$ cat config.mk
export PLATFORM = sky130hd
export DESIGN_NAME = regfile_write_arbiter
export DESIGN_NICKNAME = d
export VERILOG_FILES = /design/src/rtl/regfile_write_arbiter.sv
export SDC_FILE = /design/constraint.sdc
export NUM_CORES = 1
export LEC_CHECK = 0
export ABC_AREA = 0
export BUFFER_PORTS_ARGS = -buffer_cell sky130_fd_sc_hd__buf_2
export CAP_MARGIN = 10
export CORE_ASPECT_RATIO = 0.9
export CORE_MARGIN = 3
export CORE_UTILIZATION = 40
export DETAILED_ROUTE_END_ITERATION = 10
export PLACE_DENSITY = 0.82
export SLEW_MARGIN = 20
export SYNTH_ARGS = -nofsm -noshare
export SYNTH_HDL_FRONTEND = slang
export SYNTH_SLANG_ARGS = --single-unit
$ cat constraint.sdc
create_clock -name CLK -period 2.2 [get_ports CLK]
set_clock_uncertainty 0.2 [all_clocks]
set_input_delay 0.44 -clock CLK [delete_from_list [all_inputs] [get_ports CLK]]
set_output_delay 0.44 -clock CLK [all_outputs]
set_load 0.03 [all_outputs]
$ cat src/rtl/regfile_write_arbiter.sv
// rtl/regfile_write_arbiter.sv - round-robin arbiter for the shared register-file write port
//
// Two writeback requesters (0 = ALU, 1 = load/multi-cycle unit) compete for the
// single register-file write port. The winner is chosen combinationally and
// its write is registered onto A3/WD3/WE3 one cycle later.
//
// Ports:
//   CLK, RST                    clock, asynchronous active-high reset
//   HOLD                        pipeline freeze, no grants while high
//   REQ_VALIDi/ADDRi/DATAi      requester i pending write
//   REQ_READYi                  requester i accepted this cycle
//   A3, WD3, WE3                registered register-file write port
//   PRIO                        round-robin pointer (requester favoured on contention)
//   STALL_CNT                   saturating count of cycles with a stalled requester

module regfile_write_arbiter #(
    parameter int WIDTH     = 32,
    parameter int ADDR_BITS = 5,
    parameter int CNT_BITS  = 16
) (
    input  logic                 CLK,
    input  logic                 RST,
    input  logic                 HOLD,
    input  logic                 REQ_VALID0,
    input  logic [ADDR_BITS-1:0] REQ_ADDR0,
    input  logic [WIDTH-1:0]     REQ_DATA0,
    output logic                 REQ_READY0,
    input  logic                 REQ_VALID1,
    input  logic [ADDR_BITS-1:0] REQ_ADDR1,
    input  logic [WIDTH-1:0]     REQ_DATA1,
    output logic                 REQ_READY1,
    output logic [ADDR_BITS-1:0] A3,
    output logic [WIDTH-1:0]     WD3,
    output logic                 WE3,
    output logic                 PRIO,
    output logic [CNT_BITS-1:0]  STALL_CNT
);

    logic                 contested;
    logic                 xfer0;
    logic                 xfer1;
    logic                 stall;
    logic [ADDR_BITS-1:0] win_addr;
    logic [WIDTH-1:0]     win_data;

    // Grant: a lone requester always wins; under contention PRIO decides.
    // RST masks both grants so nothing handshakes while the port is held in reset.
    always_comb begin
        REQ_READY0 = 1'b0;
        REQ_READY1 = 1'b0;
        if (!RST && !HOLD) begin
            REQ_READY0 = REQ_VALID0 && (!REQ_VALID1 || !PRIO);
            REQ_READY1 = REQ_VALID1 && (!REQ_VALID0 ||  PRIO);
        end
    end

    always_comb begin
        contested = REQ_VALID0 && REQ_VALID1 && !HOLD;
        xfer0     = REQ_VALID0 && REQ_READY0;
        xfer1     = REQ_VALID1 && REQ_READY1;
        // Both stalled in one cycle still counts once.
        stall     = (REQ_VALID0 && !REQ_READY0) || (REQ_VALID1 && !REQ_READY1);
        win_addr  = xfer1 ? REQ_ADDR1 : REQ_ADDR0;
        win_data  = xfer1 ? REQ_DATA1 : REQ_DATA0;
    end

    // The winner of a contested cycle is PRIO, so handing priority to the loser
    // is simply a toggle.
    always_ff @(posedge CLK or posedge RST) begin
        if (RST) begin
            PRIO <= 1'b0;
        end else if (contested) begin
            PRIO <= ~PRIO;
        end
    end

    // Writes to register 0 complete the handshake and update A3/WD3 but keep WE3 low.
    always_ff @(posedge CLK or posedge RST) begin
        if (RST) begin
            A3  <= '0;
            WD3 <= '0;
            WE3 <= 1'b0;
        end else if (xfer0 || xfer1) begin
            A3  <= win_addr;
            WD3 <= win_data;
            WE3 <= (win_addr != '0);
        end else begin
            WE3 <= 1'b0;
        end
    end

    always_ff @(posedge CLK or posedge RST) begin
        if (RST) begin
            STALL_CNT <= '0;
        end else if (stall && (STALL_CNT != {CNT_BITS{1'b1}})) begin
            STALL_CNT <= STALL_CNT + 1'b1;
        end
    end

endmodule

== Word level (Yosys, flattened, before mapping) ==
Index checks and enable logic that the tools add are counted.
Word-level totals
  register bits: 55
  bits of input ports: 79
  logic and storage cells: 35
Operators by class
  $add $sub $neg: 1
  eq/ne operators: 1
  mux-type cells: 5
  bitwise operators: 1
  reduce and logical (&&, ||, !) cells: 22
Operators by type and width (number)
  32-bit 2-to-1 mux: 1
  16-bit by 1-bit adder with 16-bit output, second input constant: 1
  16-bit != test, second input constant: 1
  1-bit logical AND: 10
  1-bit logical NOT: 7
  5-bit 2-to-1 mux: 1
  5-bit nonzero test: 1
  1-bit logical OR: 4
  1-bit 2-to-1 mux: 3
  1-bit NOT: 1

== Depth between registers and ports, before layout ==
Gate-level depths: netlist (run 1).
  depth in word-level cells: 8
  gate-level depth with buffers: 6

== Worst setup path before layout (run 1) ==
No wires, ideal clock.
  path type: reg2out
  from: register PRIO
  to: output REQ_READY1
  arrival time: 1.569 ns
  required time: 1.560 ns
  setup slack: -0.009 ns
  stages on the path, launching flop included: 6
  buffers on the path: 2
  cell sequence: dfrtp_1 nand2b_1 nand3_1 clkbuf_1 clkbuf_1 inv_1
On the way
  word-level cells in the longest chain between the ends: 3
RTL lines
  from (decl): RTL line 35  | output logic PRIO,
  from (signal assigned): RTL line 73  | PRIO <= ~PRIO;
  1-bit logical OR: RTL line 53  | REQ_READY1 = REQ_VALID1 && (!REQ_VALID0 || PRIO);
  1-bit logical AND: RTL line 53
  1-bit 2-to-1 mux: RTL line 51  | if (!RST && !HOLD) begin
  to (decl): RTL line 31  | output logic REQ_READY1,
Every way passes these cells.

== Final worst setup path (run 1) ==
  from: register STALL_CNT[0]
  to: register STALL_CNT[1]
On the way
  word-level cells in the longest chain between the ends: 2
  elaborated cells on any way between the ends: 3
  classes of those cells: 1 x add/sub; 1 x eq/ne; 1 x reduce/logical
RTL lines
  from (decl): RTL line 36  | output logic [CNT_BITS-1:0] STALL_CNT
  from (signal assigned): RTL line 96  | STALL_CNT <= STALL_CNT + 1'b1;
  branches (longest 2 deep; another with 16-bit by 1-bit adder with 16-bit output)
Parallel ways; which one is timed is not known.
A chain may end at the register's enable or synchronous reset.

==> results of run 1 <==
power by group:
| part | leakage (nW) | total (mW) | internal, mW | switching (mW) |
|---|---|---|---|---|
| registers | 0.647 | 1.57 | 1.33 | 0.245 |
| logic | 1.31 | 1.69 | 0.570 | 1.12 |
| clock network | 0.0418 | 0.569 | 0.230 | 0.340 |
flip-flops by register name, summed over array words and instances (netlist names):
register and flops:
WD3 32, STALL_CNT 16, A3 5, PRIO 1, WE3 1
timing repair:
item,4_1_cts,5_1_grt
endpoints found under the setup margin,0,0
endpoints found under the hold margin,15,0
hold buffers,1,0
setup buffers,0,0
cells in the mapped netlist, drive strengths merged:
master,number
o21ai,1
nand2b,2
nand3,8
nand3b,1
xor2,11
nor3,7
a21oi,37
mux2i,39
nand2,6
a41oi,1
inv,3
nor2,45
nand4,5
dfrtp,55
o22ai,1
a31oi,1
mux2,4
nor4,3
or3b,1
or4,2
buf,8
a211oi,1
a311oi,1
nor3b,1
ha,1
a211o,1
clkbuf,6
nand4b,2
and4,3
cell usage in the layout, fill, tap and decap left out, drive strengths merged:
cell type / n
nand2b: 2
clkbuf: 6
or3b: 1
nor4: 3
inv: 4
nand4b: 2
nor2: 45
buf: 140
a41oi: 1
nand2: 6
dlygate4sd3: 1
xor2: 11
a21oi: 37
nand3: 8
a311oi: 1
nand4: 5
nor3: 7
nand3b: 1
o21ai: 1
ha: 1
o22ai: 1
nor3b: 1
a211o: 1
dfrtp: 55
mux2i: 39
a31oi: 1
mux2: 4
or4: 2
and4: 3
clkinvlp: 1
a211oi: 1
logic make-up after synthesis:
group	after synthesis	share of synthesized area, %
adders and majority gates	1	0.464
buffers and inverters	17	2.88
AOI/OAI and AO/OA	44	8.96
xor gates and xnor gates	11	3.57
and+or+nand+nor	86	16.8
DFF	55	51.0
muxes	43	16.3
final cells by class:
class | count | area, sq um
Fill cell | 572 | 2740
Sequential cell | 55 | 1380
Multi-Input combinational cell | 185 | 1250
Timing Repair Buffer | 141 | 736
Tap cell | 87 | 109
Clock buffer | 6 | 72.6
Clock inverter | 2 | 16.3
Inverter | 3 | 11.3
worst max-delay path, stage by stage (launching register included):
cell and delay, ns:
dfrtp_1 0.43, ha_1 0.26, nand4_1 0.17, nor4_4 0.37
a211oi_2 0.11, mux2_4 0.31
metal layers:
layer | routed length [um] | part of all wire, %
met2 | 3780 | 51
met5 | 0 | 0
met3 | 544 | 7.3
met4 | 57 | 0.77
met1 | 3020 | 41
path summary, 6_finish.rpt:
path / startpoint / to / slack [ns] / cells past startpoint
min in group asynchronous: RST / STALL_CNT[7] / 0.51 / 3
worst max-delay path: STALL_CNT[0] / STALL_CNT[1] / 0.23 / 5
worst max register to register: STALL_CNT[0] / STALL_CNT[1] / 0.23 / 5
max in group asynchronous: RST / WD3[31] / 0.73 / 4
worst min-delay path: REQ_DATA1[13] / WD3[13] / 0.18 / 3
worst min register to register: PRIO / PRIO / 0.32 / 1
==> flow_metrics.env, run 1 <==
export IMPL_drive_gt1_share_pct=41.1
export IMPL_hpwl_um=5670
export IMPL_use_met3_pct=4.06
export IMPL_fmax_mhz=508
export IMPL_use_met1_pct=24.2
export IMPL_final_area_sq_mm=0.00357
export IMPL_endpoint_kind="register"
export IMPL_criticalPathCategory="reg2reg"
export IMPL_grt_busiest_layer="met2"
export IMPL_fin_setup_tns_ns=0
export IMPL_status="finished clean"
export IMPL_place_gp_congestion=0.890
export IMPL_path_max_fanout=6
export IMPL_avgSynthCellArea_sq_um=10.5
export IMPL_syn_area_sq_mm=0.00270
export IMPL_ir_drop_v=0.000765
export IMPL_final_hold_viol_count=0
export IMPL_drt_iter0_markers=65
export IMPL_ctsResizeCount=0
export IMPL_root_buffer="clkbuf_8"
export IMPL_maxCapViolCount=0
export IMPL_post_route_util_pct=56.6
export IMPL_io_buffers=135
export IMPL_yosys_area_top_type="dfrtp_1"
export IMPL_maxSlewHeadroom_pct=54.3
export IMPL_cts_clk_slew_worst_paths_ns=0.10
export IMPL_htreeDepth=2
export IMPL_antenna_found_initial=0
export IMPL_drtPass1Iterations=4
export IMPL_cp_start_kind="register"
export IMPL_dpl_cell_count=470
export IMPL_grt_remaining_overflow=0
export IMPL_layout_nets=471
export IMPL_grt_max_degree=76
export IMPL_die_w_um=92.5
export IMPL_io_pins=136
export IMPL_grtUsageTotal_pct=19.4
export IMPL_grt_pass1_wl_um=12400
export IMPL_cts_tree="built"
export IMPL_fin_ws_ns=0.233
export IMPL_placed_cell_area_sq_mm=0.00347
export IMPL_synth_cell_types=37
export IMPL_setup_viol=0
export IMPL_finalCriticalPeriod_ns=1.97
export IMPL_numCtsBuffers=5
export IMPL_rows=27
export IMPL_drc_errors=0
export IMPL_finalPower_mw=3.83
export IMPL_grt_pass1_vias=2563
export IMPL_slew_violations=0
export IMPL_n_antenna_cell=0
export IMPL_stdcell_count=479
export IMPL_clk_latency_ns=0.31
export IMPL_wl_um=7410
export IMPL_cp_arrival_ns=1.97
export IMPL_hold_ws_ns=0.178
export IMPL_cts_buffer_depth=2
export IMPL_rsz0062_at_grt="false"
export IMPL_use_met2_pct=34.1
export IMPL_initial_core_util_pct=42.7
export IMPL_yosys_warnings=0
export IMPL_drt_wirelength_per_cell_um=15.5
export IMPL_yosysSeqAreaShare_pct=51.0
export IMPL_worst_pin_slew_ns=0.685
export IMPL_die_area_sq_mm=0.00776
export IMPL_synth_area_leaders="dfrtp_1, mux2i_1, a21oi_1"
export IMPL_cts_sinks=55
export IMPL_vias=2440
export IMPL_required_ns=2.20
export IMPL_syn_inst=257
export IMPL_hold_class="in2reg"
export IMPL_ys_ff_latch=55
export IMPL_syn_to_final_growth_pct=32.5
export IMPL_postRouteAntennaNets=0
export IMPL_power_density_mw_per_mm2=1070
export IMPL_core_area_sq_mm=0.00632
export IMPL_fin_crit_sh_pct=89.4
export IMPL_die_h_um=83.9
export IMPL_via_per_inst=5.09
export IMPL_synth_top_area_share_pct=51.0
export IMPL_power_leakage_nw=2.00
export IMPL_synth_fp_nets=337
export IMPL_place_ws_ns=0.234
(Power assumes the default switching activity.)
==> inputs of run 2 (changes only) <==
--- a/config.mk
+++ b/config.mk
@@ -9,7 +9,7 @@
 export BUFFER_PORTS_ARGS = -buffer_cell sky130_fd_sc_hd__buf_2
 export CAP_MARGIN = 10
 export CORE_ASPECT_RATIO = 0.9
-export CORE_MARGIN = 3
+export CORE_MARGIN = 1.5
 export CORE_UTILIZATION = 40
 export DETAILED_ROUTE_END_ITERATION = 10
 export PLACE_DENSITY = 0.82
==> run 2 against run 1 <==
Clock power down 7.7%. Setup slack better by 0.025 ns. Die area down 6.7%. Sequential share of layout area down 0.17 points. Critical path type is now in2out. Via count down 3.2%. Utilization down 1.8 points.
==> flow_metrics.env, run 2 (synthesis results as in run 1) <==
export IMPL_status="finished clean"
export IMPL_cts_clk_slew_worst_paths_ns=0.09
export IMPL_fin_crit_sh_pct=88.3
export IMPL_wl_um=6430
export IMPL_drc_errors=0
export IMPL_hold_ws_ns=0.184
export IMPL_largestRegisters="WD3 (32), STALL_CNT (16), A3 (5)"
export IMPL_ff2ff_setup_slack_ns=0.29
export IMPL_rr_endpoint="STALL_CNT[14]"
export IMPL_layout_nets=472
export IMPL_path_max_fanout=3
export IMPL_cts_buffer_depth=2
export IMPL_root_buffer="clkbuf_8"
export IMPL_hold_class="in2reg"
export IMPL_grtUsageTotal_pct=17.0
export IMPL_grt_pass1_vias=2133
export IMPL_die_w_um=89.5
export IMPL_cts_sinks=55
export IMPL_crit_chain="buf_2 > nor2_1 > nand3_2 > inv_1 > buf_2"
export IMPL_cp_depth=5
export IMPL_power_density_mw_per_mm2=1060
export IMPL_syn_to_final_growth_pct=33.1
export IMPL_via_per_inst=4.89
export IMPL_rows=28
export IMPL_setup_viol=0
export IMPL_path_delay_family="simple AND/OR/NAND/NOR gates"
export IMPL_core_area_sq_mm=0.00655
export IMPL_power_leakage_nw=2.01
export IMPL_worst_pin_slew_ns=0.484
export IMPL_drt_wirelength_per_cell_um=13.3
export IMPL_max_stage_delay_ns=0.25
export IMPL_maxSlewHeadroom_pct=67.7
export IMPL_crit_start="HOLD"
export IMPL_grt_remaining_overflow=0
export IMPL_post_cts_repair_setup_buffers=0
export IMPL_drive_gt1_share_pct=41.0
export IMPL_slew_violations=0
export IMPL_drt_iter0_markers=96
export IMPL_grt_pass1_wl_um=9600
export IMPL_io_buffers=135
export IMPL_vias=2363
export IMPL_die_area_sq_mm=0.00724
export IMPL_n_antenna_cell=0
export IMPL_place_gp_congestion=0.842
export IMPL_required_ns=1.56
export IMPL_top_register="WD3"
export IMPL_cp_start_kind="input pin"
export IMPL_cp_endpoint="REQ_READY0"
export IMPL_postRouteAntennaNets=0
export IMPL_cts_tree="built"
export IMPL_clk_latency_ns=0.29
export IMPL_final_hold_viol_count=0
export IMPL_finalCriticalPeriod_ns=1.94
export IMPL_grt_max_degree=55
export IMPL_reg2reg_from="STALL_CNT[3]"
export IMPL_die_h_um=80.9
export IMPL_stdcell_count=483
export IMPL_crit_slowest_cell="nor2_1"
export IMPL_maxCapViolCount=0
export IMPL_antenna_found_initial=0
export IMPL_drtPass1Iterations=4
export IMPL_cp_buffers_inverters=3
export IMPL_post_route_util_pct=54.8
export IMPL_hpwl_um=5030
export IMPL_worst_r2r_path_depth=4
export IMPL_fin_setup_tns_ns=0
export IMPL_dpl_cell_count=474
export IMPL_cp_arrival_ns=1.30
export IMPL_io_pins=136
export IMPL_largest_reg_flops=32
export IMPL_fmax_mhz=515
export IMPL_rsz0062_at_grt="false"
export IMPL_ir_drop_v=0.000672
export IMPL_initial_core_util_pct=41.2
export IMPL_final_common_cell="buf_2"
export IMPL_numCtsBuffers=5
export IMPL_htreeDepth=2
export IMPL_criticalPathCategory="in2out"
export IMPL_layout_common_cells="buf_2, dfrtp_1, nor2_1"
export IMPL_cp_common_cell="buf_2"
export IMPL_endpoint_kind="output pin"
## run 2: cell types whose count changed in the layout (fill, tap and decap cells not counted)
cell,previous run,this run
buf_12,1,2
clkbuf_1,1,2
clkinv_2,0,1
clkinvlp_4,1,0
inv_6,1,0
## run 2: report_power, final
group / total, mW / internal (mW) / switching, mW / leakage, nW
clock network: 0.525 / 0.224 / 0.301 / 0.0422
logic: 1.68 / 0.572 / 1.10 / 1.33
registers: 1.59 / 1.33 / 0.257 / 0.647
total: 3.79 / 2.13 / 1.66 / 2.01
## run 2: repair_timing
action,in CTS,in global routing
hold buffers,1,0
hold endpoints to repair,17,0
gates resized for setup,0,0
setup endpoints to repair,0,0
## run 2: worst register-to-register path: cells and delay by family (launching register included)
kind,cells,cell delay (ns)
flops,1,0.49
mux,1,0.35
simple gates,3,0.76
## run 2: metrics by stage
stage / power [mW] / instance area (sq um) / worst slack (ns)
floorplan: 2.72 / 2700 / 0.0993
global placement: 3.23 / 3500 / 0.278
detailed placement: 3.29 / 3500 / 0.249
CTS: 3.82 / 3590 / 0.249
global route: 4.03 / 3590 / 0.158
finish: 3.79 / 3590 / 0.258
## run 2: worst min-delay path by stage
stage,to,slack (ns),startpoint,cells after the start
4_1_cts,WD3[24],0.18,REQ_DATA1[24],3
2_1_floorplan,WD3[13],0.40,REQ_DATA1[13],2
6_report,WD3[27],0.18,REQ_DATA1[27],3
5_1_grt,WD3[24],0.18,REQ_DATA1[24],3
3_5_place_dp,PRIO,0.28,RST,2
3_3_place_gp,PRIO,0.27,RST,2
## run 2: metal layers
| metal | vias to the layer above | global-route usage (%) | wire length [um] |
|---|---|---|---|
| met4 | 0 | 3.38 | 59 |
| met3 | 8 | 3.46 | 397 |
| met2 | 86 | 30.7 | 3160 |
| li1 | 1180 | - | - |
| met5 | - | 0 | 0 |
| met1 | 1089 | 20.9 | 2820 |
## run 2: area by class of cell
| cell class | count | area, sq um |
|---|---|---|
| fillers | 590 | 2960 |
| flip-flops and latches | 55 | 1380 |
| multi-input cells | 185 | 1250 |
| repair buffers | 142 | 756 |
| well taps | 90 | 113 |
| clock buffers | 7 | 76.3 |
| inverters | 3 | 11.3 |
| clock inverters | 1 | 5.00 |
==> inputs of run 3 (changes only) <==
--- a/config.mk
+++ b/config.mk
@@ -10,9 +10,9 @@
 export CAP_MARGIN = 10
 export CORE_ASPECT_RATIO = 0.9
 export CORE_MARGIN = 1.5
-export CORE_UTILIZATION = 40
+export CORE_UTILIZATION = 46
 export DETAILED_ROUTE_END_ITERATION = 10
-export PLACE_DENSITY = 0.82
+export PLACE_DENSITY = 0.91
 export SLEW_MARGIN = 20
 export SYNTH_ARGS = -nofsm -noshare
 export SYNTH_HDL_FRONTEND = slang
==> run 3 against run 2 <==
Maximum frequency shrank 1.8%. Wire length grew 5.2%. Sequential share of layout area shrank 0.17 points.
==> flow_metrics.env, run 3 (synthesis results as in run 1) <==
export IMPL_status="finished clean"
export IMPL_numCtsBuffers=5
export IMPL_vias=2447
export IMPL_slew_violations=0
export IMPL_maxCapViolCount=0
export IMPL_grtUsageTotal_pct=21.2
export IMPL_fin_crit_sh_pct=89.9
export IMPL_criticalPathCategory="in2out"
export IMPL_required_ns=1.56
export IMPL_rsz0062_at_grt="false"
export IMPL_worst_r2r_path_depth=4
export IMPL_rows=26
export IMPL_crit_start="HOLD"
export IMPL_top_register="WD3"
export IMPL_path_max_fanout=4
export IMPL_cp_arrival_ns=1.34
export IMPL_place_gp_congestion=0.926
export IMPL_die_area_sq_mm=0.00633
export IMPL_drt_iter0_markers=113
export IMPL_grt_pass1_wl_um=10800
export IMPL_io_pins=136
export IMPL_grt_remaining_overflow=0
export IMPL_layout_area_seq_sq_mm=0.00138
export IMPL_cp_endpoint="REQ_READY0"
export IMPL_drtPass1Iterations=4
export IMPL_final_common_cell="buf_2"
export IMPL_hpwl_um=5240
export IMPL_layout_common_cells="buf_2, dfrtp_1, nor2_1"
export IMPL_fmax_mhz=506
export IMPL_hold_class="in2reg"
export IMPL_core_area_sq_mm=0.00566
export IMPL_die_w_um=83.7
export IMPL_ctsResizeCount=0
export IMPL_largest_reg_flops=32
export IMPL_drive_gt1_share_pct=41.5
export IMPL_hold_ws_ns=0.184
export IMPL_power_density_mw_per_mm2=1120
export IMPL_antenna_found_initial=0
export IMPL_fin_setup_tns_ns=0
export IMPL_root_buffer="clkbuf_8"
export IMPL_die_h_um=75.6
export IMPL_syn_to_final_growth_pct=33.7
export IMPL_cts_tree="built"
export IMPL_n_fill_cell=491
export IMPL_cts_sinks=55
export IMPL_cp_start_kind="input pin"
export IMPL_clk_latency_ns=0.30
export IMPL_grt_max_degree=49
export IMPL_wl_um=6760
export IMPL_layout_nets=474
export IMPL_reg2reg_from="STALL_CNT[2]"
export IMPL_ff2ff_setup_slack_ns=0.25
export IMPL_fin_ws_ns=0.223
export IMPL_rr_endpoint="STALL_CNT[1]"
export IMPL_initial_core_util_pct=47.6
export IMPL_finalCriticalPeriod_ns=1.98
export IMPL_maxSlewHeadroom_pct=69.4
export IMPL_grt_pass1_vias=2299
export IMPL_postRouteAntennaNets=0
export IMPL_htreeDepth=2
export IMPL_place_ws_ns=0.206
export IMPL_cts_clk_slew_worst_paths_ns=0.10
export IMPL_worst_pin_slew_ns=0.455
export IMPL_setup_viol=0
export IMPL_largestRegisters="WD3 (32), STALL_CNT (16), A3 (5)"
export IMPL_io_buffers=135
export IMPL_final_hold_viol_count=0
export IMPL_n_antenna_cell=0
export IMPL_ir_drop_v=0.000629
export IMPL_via_per_inst=5.26
export IMPL_cts_buffer_depth=2
export IMPL_power_leakage_nw=2.03
export IMPL_drc_errors=0
export IMPL_drt_wirelength_per_cell_um=14.5
export IMPL_endpoint_kind="output pin"
export IMPL_multi_input_area_sq_mm=0.00125
run 3: cell types whose count changed in the layout (fill, tap and decap cells not counted):
cell	previous run	this run
buf_12	2	0
buf_4	4	8
bufinv_16	0	2
clkbuf_1	2	1
clkinv_2	1	0
run 3: what timing repair did:
item	4_1_cts	5_1_grt
hold buffers	1	0
setup buffers	0	0
hold endpoints to repair	7	0
run 3: layer usage:
metal,GRT usage (%),share of wire (%)
met5,0,0
met4,7.47,1.2
met3,3.90,6.3
met2,37.8,51
met1,26.6,41
run 3: how the worst min path moves through the flow:
stage / endpoint / startpoint / slack [ns] / depth (start not counted)
after global placement: PRIO / RST / 0.17 / 2
after detailed placement: PRIO / RST / 0.18 / 2
final: WD3[25] / REQ_DATA1[25] / 0.18 / 3
after global routing: WD3[29] / REQ_DATA1[29] / 0.18 / 3
after floorplan: WD3[13] / REQ_DATA1[13] / 0.40 / 2
after CTS: WD3[24] / REQ_DATA1[24] / 0.17 / 3
run 3: area by class of cell:
cell class	instances	share of cell area [%]
Multi-Input combinational cell	185	34.7
Clock inverter	2	1.67
Inverter	3	0.312
Tap cell	70	2.43
Clock buffer	6	2.01
Timing Repair Buffer	144	20.7
Sequential cell	55	38.2
run 3: power by group:
| part | switching (mW) | internal (mW) |
|---|---|---|
| clock network | 0.317 | 0.455 |
| registers | 0.255 | 1.33 |
| logic | 1.11 | 0.577 |
| total | 1.68 | 2.36 |
run 3: per-stage QoR:
stage	instance area, sq um	total power [mW]	std cells	util [%]
after floorplan	2700	2.72	257	-
after global placement	3460	3.23	456	61.2
after detailed placement	3460	3.30	456	61.2
after CTS	3610	4.08	465	63.7
after global routing	3610	4.27	465	63.7
final	3610	4.04	465	63.7
run 3: worst max-delay path, cell delays in order:
cell	delay, ns
buf_2	0.11
nor2_1	0.28
nand3_2	0.21
inv_1	0.10
buf_2	0.19
